File: config.mk
export PLATFORM = sky130hd
export DESIGN_NAME = regfile_sweep_reader
export DESIGN_NICKNAME = d
export VERILOG_FILES = /design/src/rtl/regfile_sweep_reader.sv
export SDC_FILE = /design/constraint.sdc
export NUM_CORES = 1
export LEC_CHECK = 0
export CAP_MARGIN = 20
export CORE_MARGIN = 4
export CORE_UTILIZATION = 51
export CTS_CLUSTER_SIZE = 20
export DETAILED_ROUTE_END_ITERATION = 6
export PLACE_DENSITY = 0.95
export SETUP_SLACK_MARGIN = 0.05
export SYNTH_ARGS = -nofsm -noshare
export SYNTH_HDL_FRONTEND = slang
export SYNTH_SLANG_ARGS = --single-unit
File: constraint.sdc
create_clock -name clk -period 4.4 [get_ports clk]
set_input_delay 1.1 -clock clk [delete_from_list [all_inputs] [get_ports clk]]
set_output_delay 1.1 -clock clk [all_outputs]
set_load 0.005 [all_outputs]
File: src/rtl/regfile_sweep_reader.sv
// regfile_sweep_reader
//   Read-side sequencer for a 2**ADDR_W x DATA_W dual-read-port register file.
//   A start command sweeps an inclusive, possibly wrapping, address range
//   through both read ports, fetching two registers at a time. Each register
//   leaves as one beat (address + data) on a valid/ready stream. The write
//   port is snooped so that buffered data always matches the register file.
//
// Ports
//   clk, reset             : clock, synchronous active-high reset
//   start                  : sweep request, sampled only while idle
//   first_addr, last_addr  : inclusive sweep range, sampled with start
//   busy                   : sweep in progress (through the done cycle)
//   done                   : one-cycle pulse after the last beat is accepted
//   ra1, ra2 / rd1, rd2    : register file read addresses / read data
//   we, wa, wd             : register file write port (snooped)
//   out_valid, out_ready   : output stream handshake
//   out_addr, out_data     : current beat
module regfile_sweep_reader #(
    parameter int ADDR_W = 5,
    parameter int DATA_W = 32
) (
    input  logic              clk,
    input  logic              reset,
    input  logic              start,
    input  logic [ADDR_W-1:0] first_addr,
    input  logic [ADDR_W-1:0] last_addr,
    output logic              busy,
    output logic              done,
    output logic [ADDR_W-1:0] ra1,
    output logic [ADDR_W-1:0] ra2,
    input  logic [DATA_W-1:0] rd1,
    input  logic [DATA_W-1:0] rd2,
    input  logic              we,
    input  logic [ADDR_W-1:0] wa,
    input  logic [DATA_W-1:0] wd,
    output logic              out_valid,
    input  logic              out_ready,
    output logic [ADDR_W-1:0] out_addr,
    output logic [DATA_W-1:0] out_data
);

    typedef enum logic [1:0] {
        S_IDLE,
        S_FETCH,
        S_DRAIN,
        S_DONE
    } state_t;

    state_t state, state_next;

    logic [ADDR_W-1:0] ptr;
    logic [ADDR_W:0]   rem;     // one extra bit: a full sweep counts 2**ADDR_W
    logic [ADDR_W-1:0] span;
    logic [ADDR_W:0]   count;
    logic              handshake;

    // Two-entry fetch buffer; entry 0 is always the older one.
    logic              v0, v1;
    logic [ADDR_W-1:0] a0, a1;
    logic [DATA_W-1:0] d0, d1;

    always_comb begin
        span  = last_addr - first_addr;
        count = {1'b0, span} + (ADDR_W + 1)'(1);
    end

    always_comb begin
        state_next = state;
        busy       = (state != S_IDLE);
        done       = (state == S_DONE);
        out_valid  = (state == S_DRAIN);
        out_addr   = v0 ? a0 : a1;
        out_data   = v0 ? d0 : d1;
        handshake  = out_valid && out_ready;

        case (state)
            S_IDLE:  if (start) state_next = S_FETCH;
            S_FETCH: state_next = S_DRAIN;
            S_DRAIN: begin
                if (handshake) begin
                    if (rem == (ADDR_W + 1)'(1))
                        state_next = S_DONE;
                    else if (!(v0 && v1))
                        state_next = S_FETCH;
                end
            end
            S_DONE:  state_next = S_IDLE;
            default: state_next = S_IDLE;
        endcase
    end

    always_ff @(posedge clk) begin
        if (reset) begin
            state <= S_IDLE;
            ptr   <= '0;
            rem   <= '0;
            ra1   <= '0;
            ra2   <= '0;
            v0    <= 1'b0;
            v1    <= 1'b0;
            a0    <= '0;
            a1    <= '0;
            d0    <= '0;
            d1    <= '0;
        end else begin
            state <= state_next;

            // Keep buffered data coherent with the register file. FETCH
            // overwrites both entries below, so this only matters elsewhere.
            if (we && v0 && (wa == a0)) d0 <= wd;
            if (we && v1 && (wa == a1)) d1 <= wd;

            case (state)
                S_IDLE: begin
                    if (start) begin
                        ptr <= first_addr;
                        rem <= count;
                        ra1 <= first_addr;
                        ra2 <= first_addr + ADDR_W'(1);
                    end
                end
                S_FETCH: begin
                    // A write landing on the same edge is not yet visible on
                    // rd1/rd2, so take the write data directly.
                    v0  <= 1'b1;
                    a0  <= ra1;
                    d0  <= (we && (wa == ra1)) ? wd : rd1;
                    v1  <= (rem >= (ADDR_W + 1)'(2));
                    a1  <= ra2;
                    d1  <= (we && (wa == ra2)) ? wd : rd2;
                    ptr <= ptr + ADDR_W'(2);
                end
                S_DRAIN: begin
                    if (handshake) begin
                        rem <= rem - (ADDR_W + 1)'(1);
                        if (v0) v0 <= 1'b0;
                        else    v1 <= 1'b0;
                        if (state_next == S_FETCH) begin
                            ra1 <= ptr;
                            ra2 <= ptr + ADDR_W'(1);
                        end
                    end
                end
                default: ;
            endcase
        end
    end

endmodule

==> results.cfg, run 1 <==
[clock_tree]
clock_latency_ns = 0.35
hold_buffers = 0
clk_path_buf_depth = 2
clk_pin_slew_ns = 0.09
post_cts_resized = 0
cts_root_buf = clkbuf_8
clock_sinks = 99
cts_setup_buffers = 0
cts_made_buffers = 9
htree_num_levels = 3
tritoncts = built

[worst_setup_path]
path_buf_inv = 1
ff2ff_path_depth = 5
max_stage_delay_ns = 1.02
cp.arrival_ns = 2.30
r2r_slack_ns = 1.86
cp_cell_sequence = mux2_2 > clkdlybuf4s50_1
r2r_start = v0
crit_family = flip-flops
worst_setup_path_end_kind = primary output
r2r-end = d0[11]
cp_max_fo = 42
start_kind = flip-flop
crit_type = flip-flop to primary output
crit_slowest_cell = dfxtp_2
worstPathRequired_ns = 3.30

[outcome]
status = completed

[grt]
grt_usage = 0.245
antenna_found_initial = 0
grt_max_degree = 65
grt_pass1_wl_mm = 25.2
grt-ovfl-total = 0
grt_pass1_vias = 5259

[detailed_routing]
drtPass1Iterations = 4
drt-wirelength-per-cell_um = 17.4
ant_nets = 0
viasPerCell = 5.70
drc = 0
drtIter0Drc = 257
via_count = 5024
drt-total-wl_mm = 15.3

[floorplan]
die-width_um = 111
die-area_um2 = 12200
core-area_um2 = 10300
die_y_um = 111
start_util = 0.523
io_pins = 166
rows = 37

[worst_hold_path]
whs_path_depth = 2
min_path_type = flip-flop to flip-flop
hold_path_end = a0[3]
min-delay-start = a0[3]

[cells_and_area]
fillers = 772
syn2layout_area_growth_pct = 35.0
final_net_count = 867
diodes = 0
final_cell_mix = clkdlybuf4s50_1 (164), dfxtp_1 (98), nor2_1 (88), mux2i_1 (72), a211oi_1 (69)
layout_commonest_cell = clkdlybuf4s50_1
drive_gt1_frac = 0.0886

[yosys]
syn_avg_cell_area_um2 = 8.90
yosysSeqAreaShare = 0.369
synth_fp_nets = 731
yosys.area_share.simple = 0.131
synthMuxAreaShare = 0.210
synth_xor_area_frac = 0.0408
async_flop_share = 0
ys_warn_count = 0
synth_edf_count = 0
synthCells = 604
yosys.area.top_type = dfxtp_1
synth_fa_ha_area_frac = 0.0270
synth_area_leaders = dfxtp_1 (37%), mux2i_1 (13%), a211oi_1 (9.6%), mux2_2 (7.5%), nor2_1 (6.1%)
netlist_area_um2 = 5370
netlist.area_leader.share = 0.369
synth_top_family_by_area = multiplexers
yosys_most_used_dff = dfxtp_1
synth_cell_types = 51
ys_ff_latch = 99
synth_compound_area_frac = 0.175

[timing]
finalCritPeriodShare = 0.772
drv_slew = 0
setup_viol = 0
rsz0062_at_grt = no
clock.fmax_mhz = 294
slew_headroom = 0.301
skew_ns = 0.00908
holdWs_ns = 0.488
fin_tns_setup_ns = 0
worst_pin_slew_ns = 1.05
final_hold_viol_count = 0
post-route-min-period_ns = 3.40

[power_and_ir_drop]
p_int_mw = 1.56
p_leak_nw = 2.94
p_sw_frac = 0.309
power_density_nw_per_um2 = 311
total_power_mw = 2.26
power_switching_uw = 697
p_comb_frac = 0.289
pwr-share-seq = 0.465
clkPwrFrac = 0.246
ir_drop_mv = 0.210

[run]
cap_violations = 0

[placed_design]
numPortBuffers = 165
place_congestion = 0.899
dp_hpwl_mm = 11.3
-- state kept, by name (all words and copies together) (netlist names) --
name	cells
d0	32
d1	32
rem	6
a0	5
a1	5
ptr	5
ra1	5
ra2	5
state	2
v0	1
v1	1
-- cell type report --
cell class,instances,area [um^2],share of cell area
Multi-Input combinational cell,444,3160,0.436
Sequential cell,99,1980,0.273
Timing Repair Buffer,172,1700,0.234
Tap cell,136,170,0.0235
Clock buffer,11,141,0.0195
Inverter,14,52.6,0.00724
Clock inverter,5,45.0,0.00621
-- worst max path at each step --
stage,end,slack [ns],depth (start not counted),from
after floorplan,rem[4],1.82,9,last_addr[0]
after global placement,d1[0],1.13,7,wa[0]
after detailed placement,d1[20],0.95,7,wa[0]
after CTS,out_data[1],0.99,2,v0
after global routing,out_addr[0],0.91,3,v0
final,out_data[21],1.00,2,v0
-- cells in the mapped netlist (2+ instances only) --
cell / number
nand4_1: 4
nor2_1: 88
nand3_1: 3
buf_4: 6
a221oi_1: 3
mux2i_1: 72
clkbuf_1: 33
and4b_1: 2
mux2_2: 36
o21a_1: 2
a21oi_1: 29
and3_1: 2
o21ai_1: 3
xor2_1: 2
buf_2: 5
dfxtp_1: 99
nor2b_1: 4
o22ai_1: 3
a21o_1: 2
o21ai_0: 9
a21boi_0: 2
o211ai_1: 2
a211oi_1: 69
a31oi_1: 3
buf_1: 3
nor3_1: 7
or3_1: 3
inv_1: 12
xnor2_1: 23
nand2_1: 41
nand2b_1: 3
ha_1: 10
-- power by group through the flow --
stage | Combinational [mW] | Clock (mW) | Sequential [mW]
2_1_floorplan | 0.384 | 0 | 1.04
3_3_place_gp | 0.618 | 0 | 1.06
3_5_place_dp | 0.650 | 0 | 1.07
4_1_cts | 0.654 | 0.571 | 1.05
5_1_grt | 0.709 | 0.617 | 1.06
6_report | 0.653 | 0.556 | 1.05
-- per-layer routing --
| metal | up-vias | share of wire | global-route usage |
|---|---|---|---|
| met5 | - | 0 | 0 |
| met4 | 0 | 0.038 | 0.126 |
| met3 | 43 | 0.040 | 0.0389 |
| met2 | 157 | 0.52 | 0.434 |
| met1 | 2381 | 0.40 | 0.285 |
| li1 | 2443 | - | - |
-- cell families after synthesis --
kind of cell               Yosys count
adders and majority gates           11
and+or+nand+nor                    164
buffers and inverters               61
muxes                              108
AOI/OAI and AO/OA                  136
xor gates and xnor gates            25
DFF                                 99
-- tightest hold or removal path: stages, from the launching register on --
cell and delay [ns]:
dfxtp_1 0.34, nand2_1 0.06, a21oi_1 0.05
-- per-stage QoR --
step           std cells  instance area (um^2)  utilization  setup slack (ns)
2_1_floorplan        604                  5370            -              1.82
3_3_place_gp         865                  7070        0.688              1.13
3_5_place_dp         865                  7070        0.688             0.949
4_1_cts              881                  7250        0.706             0.993
5_1_grt              881                  7250        0.706             0.908
6_report             881                  7250        0.706              1.00
No activity file was read; power rests on OpenSTA's default activity.
==> inputs of run 2 (changes only) <==
--- a/config.mk
+++ b/config.mk
@@ -7,10 +7,10 @@
 export LEC_CHECK = 0
 export CAP_MARGIN = 20
 export CORE_MARGIN = 4
-export CORE_UTILIZATION = 51
+export CORE_UTILIZATION = 43
 export CTS_CLUSTER_SIZE = 20
 export DETAILED_ROUTE_END_ITERATION = 6
-export PLACE_DENSITY = 0.95
+export PLACE_DENSITY = 0.87
 export SETUP_SLACK_MARGIN = 0.05
 export SYNTH_ARGS = -nofsm -noshare
 export SYNTH_HDL_FRONTEND = slang
==> constraint.sdc (replaced) <==
create_clock -name clk -period 3.03 [get_ports clk]
set_input_delay 0.7575 -clock clk [delete_from_list [all_inputs] [get_ports clk]]
set_output_delay 0.7575 -clock clk [all_outputs]
set_load 0.005 [all_outputs]
==> run 2 against run 1 <==
  * Non-clock buffer count grew 7
  * Power grew 61%
  * Sequential power grew 44%
  * Sequential cell count is the same
  * Sequential share of layout area shrank 0.96 points
  * Via count shrank 1.1%
  * Clock power grew 100%
  * Core utilization shrank 8.5 points
  * Die area grew 17%
  * Worst setup slack lost 0.75 ns
  * First-iteration DRC count shrank 1.9%
  * Largest power group unchanged
==> results.cfg, run 2 (synthesized netlist as in run 1, its figures left out) <==
[clock_tree]
tritoncts = built
cts_setup_buffers = 0
post_cts_resized = 0
clock_latency_ns = 0.34
cts_root_buf = clkbuf_16
htree_num_levels = 3
cts_made_buffers = 9
hold_buffers = 0
clk_pin_slew_ns = 0.07
clock_sinks = 99
clk_path_buf_depth = 2

[grt]
grt_pass1_vias = 5142
grt_usage = 0.212
antenna_found_initial = 0
grt_max_degree = 65
grt_pass1_wl_mm = 24.8
grt-ovfl-total = 0

[floorplan]
core-area_um2 = 12100
die-area_um2 = 14300
die_y_um = 120
start_util = 0.444
io_pins = 166
rows = 40
die-width_um = 120

[timing]
clock.fmax_mhz = 359
worst_pin_slew_ns = 0.697
skew_ns = 0.00907
fin_tns_setup_ns = 0
final_hold_viol_count = 0
drv_slew = 0
rsz0062_at_grt = no
slew_headroom = 0.535
post-route-min-period_ns = 2.78
finalCritPeriodShare = 0.918
setup_viol = 0

[placed_design]
place_congestion = 0.881
numPortBuffers = 165
dp_hpwl_mm = 11.3

[worst_setup_path]
path_depth = 3
crit_type = flip-flop to primary output
r2r_start = state[1]
ff2ff_path_depth = 8
startpoint = v0
crit_family = buffers and inverters
endpoint = out_data[13]
cp_max_fo = 30
r2r_slack_ns = 0.78
cp_cell_sequence = buf_12 > mux2_2 > clkdlybuf4s50_1
worstPathRequired_ns = 2.27
crit_slowest_cell = dfxtp_2
start_kind = flip-flop
worst_setup_path_end_kind = primary output
path_buf_inv = 2
cp.arrival_ns = 2.02
r2r-end = ra2[4]
max_stage_delay_ns = 0.55

[detailed_routing]
viasPerCell = 5.42
drt-wirelength-per-cell_um = 16.7
via_count = 4971
drc = 0
drtIter0Drc = 252
drt-total-wl_mm = 15.3
drtPass1Iterations = 4
ant_nets = 0

[power_and_ir_drop]
p_leak_nw = 3.05
power_density_nw_per_um2 = 483
total_power_mw = 3.63
ir_drop_mv = 0.359

[cells_and_area]
layout_commonest_cell = clkdlybuf4s50_1
diodes = 0
final_cell_mix = clkdlybuf4s50_1 (164), dfxtp_1 (98), nor2_1 (88), mux2i_1 (72), a211oi_1 (69)
drive_gt1_frac = 0.0947
final_net_count = 874
reg_top3 = d0 (32), d1 (32), rem (6)
fillers = 995
syn2layout_area_growth_pct = 39.9

[worst_hold_path]
whs_path_depth = 2
min_path_type = flip-flop to flip-flop

[run]
cap_violations = 0

[outcome]
status = completed
## run 2: worst min path at each step
stage / from / slack [ns] / to
after floorplan: a1[0] / 0.45 / a1[0]
after global placement: a1[0] / 0.46 / a1[0]
after detailed placement: a1[0] / 0.46 / a1[0]
after CTS: a1[0] / 0.47 / a1[0]
after global routing: a1[0] / 0.51 / a1[0]
final: a1[0] / 0.48 / a1[0]
## run 2: where the power goes
part           switching [mW]  internal [mW]  total, mW  leakage, nW
Combinational           0.450          0.542      0.993         2.10
Sequential             0.0909           1.42       1.51        0.814
Clock                   0.491          0.635       1.13        0.139
## run 2: metrics by stage
stage	cell area (um^2)	setup slack (ns)	utilization	std cells	hold WS [ns]
after floorplan	5370	0.797	-	604	0.450
after global placement	7240	0.230	0.597	904	0.460
after detailed placement	7240	0.0870	0.597	904	0.464
after CTS	7520	0.224	0.621	918	0.473
after global routing	7520	0.205	0.621	918	0.509
final	7520	0.248	0.621	918	0.476
## run 2: final cells by class
| class | count | area (um^2) | share of cell area |
|---|---|---|---|
| inverters | 14 | 52.6 | 0.00699 |
| multi-input cells | 444 | 3160 | 0.421 |
| flip-flops and latches | 99 | 1980 | 0.264 |
| clock inverters | 4 | 52.6 | 0.00699 |
| well taps | 168 | 210 | 0.0280 |
| clock buffers | 10 | 229 | 0.0305 |
| repair buffers | 179 | 1830 | 0.243 |
## run 2: routing by layer
metal	global-route usage	vias to the layer above	wire, um
met1	0.242	2328	6180
met3	0.0598	31	957
met5	0	-	0
met4	0.0795	0	391
met2	0.375	162	7800
li1	-	2450	-
## run 2: worst register-to-register path, cell delays in order, from the launching register on
cell      delay, ns
dfxtp_1        0.44
nand2b_1       0.16
clkinv_1       0.25
o21ai_0        0.42
ha_1           0.27
inv_1          0.06
or3_1          0.37
nand3_1        0.09
a21oi_1        0.07
==> inputs of run 3 (changes only) <==
--- a/config.mk
+++ b/config.mk
@@ -10,7 +10,7 @@
 export CORE_UTILIZATION = 43
 export CTS_CLUSTER_SIZE = 20
 export DETAILED_ROUTE_END_ITERATION = 6
-export PLACE_DENSITY = 0.87
+export PLACE_DENSITY = 0.78
 export SETUP_SLACK_MARGIN = 0.05
 export SYNTH_ARGS = -nofsm -noshare
 export SYNTH_HDL_FRONTEND = slang
==> run 3 against run 2 <==
  * Critical path type unchanged
  * Critical path depth is the same
  * Global-route usage shrank 0.093 points
  * Sequential share of layout area shrank 0.061 points
  * Register-to-register slack lost 0.05 ns
  * Clock skew shrank 0.0015 ns
  * Core utilization grew 0.14 points
  * Combinational power shrank 0.9%
  * Sequential cell count is the same
  * Wire length grew 0.61%
  * Worst hold slack is essentially flat
  * Sequential power is essentially flat
  * Die area is the same
==> results.cfg, run 3 (synthesized netlist as in run 1, its figures left out) <==
[outcome]
status = completed

[detailed_routing]
via_count = 4944
drtPass1Iterations = 4
wl_met1_mm = 6.43
wl_met3_um = 787
ant_nets = 0
top_layer = met4
drc = 0
viasPerCell = 5.38
dr_wl_met2_mm = 7.74
drt-total-wl_mm = 15.4
drt-wirelength-per-cell_um = 16.8
drtIter0Drc = 347

[cells_and_area]
diodes = 0
layout_commonest_cell = clkdlybuf4s50_1
final_net_count = 874
final_area_um2 = 7530
syn2layout_area_growth_pct = 40.2
final_cell_mix = clkdlybuf4s50_1 (164), dfxtp_1 (98), nor2_1 (88), mux2i_1 (72), a211oi_1 (69)
reg_top3 = d0 (32), d1 (32), rem (6)
drive_gt1_frac = 0.0972

[timing]
rsz0062_at_grt = no
finalCritPeriodShare = 0.923
clock.fmax_mhz = 358
post-route-min-period_ns = 2.80
final_hold_viol_count = 0
slew_headroom = 0.502
setup_viol = 0
skew_ns = 0.00753
drv_slew = 0
fin_tns_setup_ns = 0
worst_pin_slew_ns = 0.747

[worst_setup_path]
cp.arrival_ns = 2.04
crit_type = flip-flop to primary output
start_kind = flip-flop
worst_setup_path_end_kind = primary output
cp_max_fo = 20
worstPathRequired_ns = 2.27

[floorplan]
io_pins = 166
rows = 40
die_y_um = 120
die-width_um = 120
core-area_um2 = 12100
die-area_um2 = 14300
start_util = 0.444

[power_and_ir_drop]
power_density_nw_per_um2 = 486
p_sw_frac = 0.285
ir_drop_mv = 0.411
p_comb_frac = 0.269
clkPwrFrac = 0.319
pwr-share-seq = 0.412
p_int_mw = 2.62
power_switching_mw = 1.05
p_leak_nw = 3.06

[placed_design]
place_congestion = 0.863
dp_hpwl_mm = 11.2
numPortBuffers = 165
placed_area_um2 = 7240

[worst_hold_path]
min_path_type = flip-flop to flip-flop

[grt]
grt_pass1_vias = 5010
antenna_found_initial = 0
grt_pass1_wl_mm = 24.7
grt_usage = 0.211
grt-ovfl-total = 0
grt_max_degree = 65

[clock_tree]
cts_root_buf = clkbuf_16
clk_pin_slew_ns = 0.07
cts_setup_buffers = 0
post_cts_resized = 0
clock_latency_ns = 0.35
clk_path_buf_depth = 2
hold_buffers = 0
cts_made_buffers = 9
clock_sinks = 99
htree_num_levels = 3
tritoncts = built

[run]
cap_violations = 0
-- run 3: routing by layer --
metal  GRT usage  vias up
met5           0        -
met2       0.363      156
met4      0.0845        0
met3      0.0500       31
li1            -     2453
met1       0.253     2304
-- run 3: metrics by stage --
step	power (mW)	std cells	setup slack [ns]	hold WS, ns	utilization
after global placement	2.48	904	0.225	0.459	0.597
after CTS	3.69	919	0.209	0.479	0.622
after detailed placement	2.52	904	0.0999	0.474	0.597
after floorplan	2.06	604	0.797	0.450	-
final	3.66	919	0.234	0.476	0.622
after global routing	3.85	919	0.151	0.516	0.622
-- run 3: path summary, 6_finish.rpt --
| path | startpoint | endpoint | slack [ns] | depth (start not counted) |
|---|---|---|---|---|
| worst max-delay path | v0 | out_data[13] | 0.23 | 3 |
| worst min-delay path | a1[0] | a1[0] | 0.48 | 2 |
| worst max register to register | state[1] | ra2[4] | 0.73 | 8 |
| worst min register to register | a1[0] | a1[0] | 0.48 | 2 |
-- run 3: area by class of cell --
type / count / area (um^2)
repair buffers: 179 / 1830
clock inverters: 5 / 60.1
fillers: 1047 / 4580
well taps: 168 / 210
inverters: 14 / 52.6
clock buffers: 10 / 239
multi-input cells: 444 / 3160
flip-flops and latches: 99 / 1980
-- run 3: power groups by stage --
| stage | Combinational (mW) | Clock (mW) | Sequential, mW |
|---|---|---|---|
| after CTS | 0.987 | 1.19 | 1.51 |
| after floorplan | 0.558 | 0 | 1.50 |
| after global placement | 0.955 | 0 | 1.53 |
| after detailed placement | 0.981 | 0 | 1.54 |
| after global routing | 1.07 | 1.25 | 1.52 |
| final | 0.984 | 1.17 | 1.51 |
-- run 3: critical path, cell delays in order (launching register included) --
cell             delay, ns
dfxtp_2               0.60
buf_12                0.24
mux2_2                0.35
clkdlybuf4s50_1       0.50
